===== src/rtl/audio_stream_pkg.sv =====
// rtl/audio_stream_pkg.sv - audio chunk layout shared by the packing and unstacking stages
package audio_stream_pkg;
   localparam int AUDIO_W         = 16;
   localparam int WORDS_PER_CHUNK = 8;
   localparam int CHUNK_W         = AUDIO_W * WORDS_PER_CHUNK;
endpackage


===== src/rtl/unstacker.sv =====
// rtl/unstacker.sv - serializes 128-bit audio chunks into 16-bit samples, LS word first
module unstacker #(
   parameter int DATA_WIDTH      = audio_stream_pkg::AUDIO_W,
   parameter int WORDS_PER_CHUNK = audio_stream_pkg::WORDS_PER_CHUNK
) (
   input  logic                                  clk_in,
   input  logic                                  rst_in,
   input  logic                                  audio_chunk_tvalid,
   output logic                                  audio_chunk_tready,
   input  logic [DATA_WIDTH*WORDS_PER_CHUNK-1:0] audio_chunk_tdata,
   input  logic                                  audio_chunk_tlast,
   output logic                                  audio_tvalid,
   input  logic                                  audio_tready,
   output logic [DATA_WIDTH-1:0]                 audio_tdata,
   output logic                                  audio_tlast
);
   localparam int CHUNK_W = DATA_WIDTH * WORDS_PER_CHUNK;
   localparam int CNT_W   = $clog2(WORDS_PER_CHUNK);
   localparam logic [CNT_W-1:0] LAST_IDX = CNT_W'(WORDS_PER_CHUNK - 1);

   logic [CHUNK_W-1:0] hold_q, hold_d;
   logic [CNT_W-1:0]   count_q, count_d;
   logic               chunk_last_q, chunk_last_d;
   logic               tvalid_q, tvalid_d;
   logic               on_last_word;
   logic               accept_in, accept_out;

   assign on_last_word       = (count_q == LAST_IDX);
   assign audio_chunk_tready = !tvalid_q || (on_last_word && audio_tready);
   assign accept_in          = audio_chunk_tvalid && audio_chunk_tready;
   assign accept_out         = tvalid_q && audio_tready;

   assign audio_tvalid = tvalid_q;
   assign audio_tdata  = hold_q[DATA_WIDTH-1:0];
   assign audio_tlast  = tvalid_q && chunk_last_q && on_last_word;

   always_comb begin
      hold_d       = hold_q;
      count_d      = count_q;
      chunk_last_d = chunk_last_q;
      tvalid_d     = tvalid_q;
      // A load can only coincide with the last-word handshake, so it wins without a bubble.
      if (accept_in) begin
         hold_d       = audio_chunk_tdata;
         chunk_last_d = audio_chunk_tlast;
         count_d      = '0;
         tvalid_d     = 1'b1;
      end else if (accept_out) begin
         hold_d = hold_q >> DATA_WIDTH;
         if (on_last_word) begin
            count_d  = '0;
            tvalid_d = 1'b0;
         end else begin
            count_d = count_q + CNT_W'(1);
         end
      end
   end

   always_ff @(posedge clk_in) begin
      if (rst_in) begin
         hold_q       <= '0;
         count_q      <= '0;
         chunk_last_q <= 1'b0;
         tvalid_q     <= 1'b0;
      end else begin
         hold_q       <= hold_d;
         count_q      <= count_d;
         chunk_last_q <= chunk_last_d;
         tvalid_q     <= tvalid_d;
      end
   end
endmodule


===== config.mk =====
export PLATFORM = sky130hd
export DESIGN_NAME = unstacker
export DESIGN_NICKNAME = d
export VERILOG_FILES = /design/src/rtl/audio_stream_pkg.sv /design/src/rtl/unstacker.sv
export SDC_FILE = /design/constraint.sdc
export NUM_CORES = 1
export LEC_CHECK = 0
export CAP_MARGIN = 0
export CORE_MARGIN = 2
export CORE_UTILIZATION = 45
export CTS_BUF_LIST = sky130_fd_sc_hd__clkbuf_16
export DETAILED_ROUTE_END_ITERATION = 10
export GPL_TIMING_DRIVEN = 0
export PLACE_DENSITY_LB_ADDON = 0.3
export SYNTH_ARGS = -nofsm -noshare
export SYNTH_HDL_FRONTEND = slang
export SYNTH_SLANG_ARGS = --single-unit
export TNS_END_PERCENT = 30

===== constraint.sdc =====
create_clock -name clk_in -period 1.67 [get_ports clk_in]
set_input_delay 0.334 -clock clk_in [delete_from_list [all_inputs] [get_ports clk_in]]
set_output_delay 0.334 -clock clk_in [all_outputs]
set_load 0.05 [all_outputs]

# [Word-level counts from Yosys, hierarchy flattened]
# Index checks and enable logic that the tools add are counted.
# Widths: inputs -> output; s select.
[classes] n_mul=0 shifts=0 mux=6 addsub=1 order_cmp=0 div=0 reduce_logical=11 n_eq_ne=1 n_bitwise=0
[ops] op="$mux 128" count=2
[ops] op="$logic_and 1x1->1" count=5
[ops] op="$reduce_bool 2->1" count=2
[ops] op="$add 3x1->3 const B" count=1
[ops] op="$eq 3x3->1 const B" count=1
[ops] op="$mux 1" count=3
[ops] op="$mux 3" count=1
[ops] op="$reduce_and 2->1" count=1
[ops] op="$reduce_or 2->1" count=1
[ops] op="$logic_not 1->1" count=1
[ops] op="$logic_or 1x1->1" count=1
[word_totals] word_cells=23 latch_bits=0 inputBits=133 ff_bits=133 ramBits=0 mem_bits_ro=0 memories=0

# [Longest topological paths before layout]
[depth] depth_word=6 ltp_mapped=8 depth_no_buf=6

# [Worst setup path after synthesis]
# OpenSTA, ideal clock, no wires.
[synth_timing] path_type="reg2out" startpoint="register tvalid_q (netlist: audio_tvalid)" endpoint="output audio_tlast" path_buffers=3 path_stages_with_launch=5 arrival_ns=1.775 setup_slack_ns=-0.439 path_cell_list="dfxtp_1 > buf_4 > clkbuf_1 > clkbuf_1 > and3_1"
[synth_between] elab_chain_cells=2
[synth_rtl] element="from (decl)" line="unstacker.sv:24" text="logic tvalid_q, tvalid_d;"
[synth_rtl] element="from (signal assigned)" line="unstacker.sv:69" text="tvalid_q <= tvalid_d;"
[synth_rtl] element="$logic_and 1x1->1 (2 in series)" line="unstacker.sv:35" text="assign audio_tlast = tvalid_q && chunk_last_q && on_last_word;"
[synth_rtl] element="to (decl)" line="unstacker.sv:15" text="output logic audio_tlast"
# No other way between the ends.

# [Worst setup path in the final report]
[layout_timing] startpoint="register count_q[1]" endpoint="register hold_q[62]"
[layout_between] elab_chain_cells=5 elab_cells_between_ends=6 cone_classes="1 x eq/ne; 1 x mux; 4 x reduce/logical"
[layout_rtl] element="from (decl)" line="unstacker.sv:22" text="logic [CNT_W-1:0] count_q, count_d;"
[layout_rtl] element="from (signal assigned)" line="unstacker.sv:67" text="count_q <= count_d;"
[layout_rtl] element="$eq 3x3->1 (*)" line="unstacker.sv:28" text="assign on_last_word = (count_q == LAST_IDX);"
[layout_rtl] element="$logic_and 1x1->1 (*)" line="unstacker.sv:29" text="assign audio_chunk_tready = !tvalid_q || (on_last_word && audio_tready);"
[layout_rtl] element="$logic_or 1x1->1 (*)" line="unstacker.sv:29"
[layout_rtl] element="$logic_and 1x1->1 (*)" line="unstacker.sv:30" text="assign accept_in = audio_chunk_tvalid && audio_chunk_tready;"
[layout_rtl] element="$mux 128 or $reduce_bool 2->1 (tied branches)"
[layout_rtl] element="to (signal assigned)" line="unstacker.sv:66" text="hold_q <= hold_d;"
[layout_rtl] element="to (decl)" line="unstacker.sv:21" text="logic [CHUNK_W-1:0] hold_q, hold_d;"
# Mark *: on every way between the ends. The rest lies on a longest branch, timed or not.
# A chain may end at the register's enable or synchronous reset.

==> reports/metrics.yaml <==
run_status:
  status: "finished with violations"
  violations: "negative setup slack"
placement:
  dp_slack_ns: -1.061
  dpl_cell_area_um2: 8128
  gp_congestion: 0.8958
  place_inst: 1054
  numPortBuffers: 150
  dpl.hpwl_um: 14340
route:
  ant_nets: 0
  drtIter0Drc: 693
  totalWireLength_um: 22750
  vias: 6660
  drc_errors: 0
  detail_route.vias_per_cell: 6.071
  drt_first_pass_iters: 5
  routedWlPerCell_um: 20.74
clock_network:
  htreeDepth: 4
  clock_path_buffers: 2
  clock_latency_ns: 0.42
  cts_made_buffers: 17
  cts_tree: "yes"
  holdBufCountCts: 0
  clock-sinks: 133
  cts_root_buf: "clkbuf_16"
  path_clk_slew_ns: 0.05
floorplan:
  rows: 43
  initial_core_util_pct: 46.03
  ios: 152
  dieArea_um2: 15170
  dieWidth_um: 123.2
  coreArea_um2: 13880
  die_h_um: 123.2
min_path:
  worstHoldEndpoint: "audio_tvalid"
  min-delay-path-class: "input pin to flip-flop"
  holdCritStartpoint: "audio_chunk_tvalid"
  hold_depth: 3
timing:
  relSlewSlack_pct: 42.84
  setup_viol: 107
  worstMarginPinSlew_ns: 0.8574
  finalWorstSetupSlack_ns: -0.2592
  fin_worst_skew_ns: 0.003930
  hold_viol: 0
  drv_slew: 0
  rsz0062_at_grt: "true"
  min_period_ns: 1.929
  fmax_mhz: 518.4
  final.period_utilization_pct: 115.5
yosys:
  synthDistinctLibCells: 24
  ys_seq_area_share_pct: 41.67
  synth_edf_count: 0
  syn_area_um2: 6390
  ys_ff_latch: 133
  syn_nets: 859
  ys_async_sr_fraction_pct: 0
  postSynthAreaPerCell_um2: 8.826
  synthFlopType: "dfxtp_1"
  synthCells: 724
  ys.warnings.count: 0
setup_path:
  critical-path-max-stage-delay_ns: 0.36
  critPathKind: "flip-flop to flip-flop"
  critPathBufInv: 3
  r2r_cells: 8
  slowest_stage: "a211oi_1"
  worst_setup_path_end_kind: "flip-flop"
  r2r-end: "hold_q[62]"
  crit_chain: "ha_4 -> ha_4 -> a21boi_4 -> buf_4 -> nor2_4 -> buf_6 -> clkbuf_4 -> a211oi_1"
  path_max_fanout: 10
  critPathTopFamily: "compound AO/OA/AOI/OAI gates"
  worstPathArrival_ns: 2.23
  cp-start-kind: "flip-flop"
  worstReg2RegStart: "count_q[1]"
  r2r_setup_slack_ns: -0.26
  critPathRequiredTime_ns: 1.97
  crit_top_cell: "ha_4"
global_route:
  antenna_found_initial: 0
  grt_max_degree: 17
  gr-usage-met3_pct: 5.258
  grt_pass1_wl_um: 32450
  use_met2_pct: 44.68
  use_met1_pct: 36.58
  grt_usage_pct: 27.89
  grt_busiest_layer: "met2"
  grt-ovfl-total: 0
  grt_pass1_vias: 6279
cells_and_area:
  nets: 1045
  synthToLayoutAreaGrowth_pct: 54.24
  design_area_um2: 9856
  drive_gt1_share_pct: 25.30
  layout_common_cells: "dfxtp_1 (130), clkdlybuf4s50_1 (130), inv_1 (121), and3_1 (112), a211oi_1 (97)"
  utilization_pct: 71.00
  final_cells: 1097
  diodes: 0
pwr:
  powerDensity_nw_per_um2: 886.9
  irDropWorstVdd_v: 0.0007568
  p_leak_nw: 4.376
run:
  max-cap-violations: 0
==> what timing repair did <==
item	4_1_cts	5_1_grt
setup endpoints to repair	146	124
gates resized for setup	183	111
gates cloned	0	2
setup buffers	7	8
pin swaps	10	65
==> metal layers <==
metal	vias to the layer above	part of all wire [%]
li1	3098	-
met2	302	49
met4	0	3.5
met1	3199	41
met5	-	0
met3	61	6.0
==> through the flow <==
step	setup TNS, ns	hold WS (ns)	total power [mW]
2_1_floorplan	-2.063	0.4406	4.517
3_3_place_gp	-84.50	0.4554	5.152
3_5_place_dp	-85.11	0.4615	5.175
4_1_cts	-13.78	0.4168	8.384
5_1_grt	-17.47	0.4714	9.018
6_report	-12.63	0.4376	8.741
==> sequential cells by signal (all words and copies together) (netlist names) <==
register / flops
audio_tvalid: 1
chunk_last_q: 1
count_q: 3
hold_q: 128
==> worst max-delay path by stage <==
stage	cells past startpoint	to	slack, ns	startpoint
after floorplan	8	hold_q[49]	-0.04	count_q[0]
after detailed placement	5	audio_chunk_tready	-1.06	audio_tready
after global placement	5	audio_chunk_tready	-1.07	audio_tready
after global routing	6	hold_q[62]	-0.32	audio_tvalid
final	8	hold_q[62]	-0.26	count_q[1]
after CTS	6	audio_chunk_tready	-0.24	count_q[1]
==> cell families (layout without fill, tap and decap cells) <==
logic type      after synthesis  in the layout  share of synthesized area, %
compound gates              245            245                         31.39
mux                           3              3                        0.4700
fa+ha+maj                     2              2                        0.3916
buf+inv                     220            413                         14.29
simple gates                121            121                         11.79
flops                       133            133                         41.67
==> cell usage after synthesis (2+ instances only) <==
master      n  area [um2]
a211oi_1  112       840.8
a21oi_1     2       10.01
a221oi_1  112       980.9
a22o_1     16       140.1
and3_1    113       706.9
buf_1       5       18.77
buf_2      13       65.06
buf_4      17       127.6
clkbuf_1   69       259.0
dfxtp_1   133        2663
ha_1        2       25.02
inv_1     114       427.9
mux2i_1     3       30.03
nor3_1      3       15.01
==> power by group <==
group	internal [mW]	switching, mW
combinational	1.04	0.992
sequential	3.43	0.218
clock	1.79	1.27
total	6.26	2.48
==> worst min-delay path, cell delays in order <==
cell     delay [ns]
buf_2          0.15
inv_1          0.22
a21oi_1        0.10
==> area by class of cell <==
type / count / area [um2]
clock buffers: 17 / 425.4
clock inverters: 9 / 33.78
multi-input cells: 371 / 3712
inverters: 115 / 434.2
flip-flops and latches: 133 / 2669
well taps: 180 / 225.2
fillers: 982 / 4025
plain buffers: 105 / 718.2
repair buffers: 167 / 1638
No activity file was read; power rests on OpenSTA's default activity.
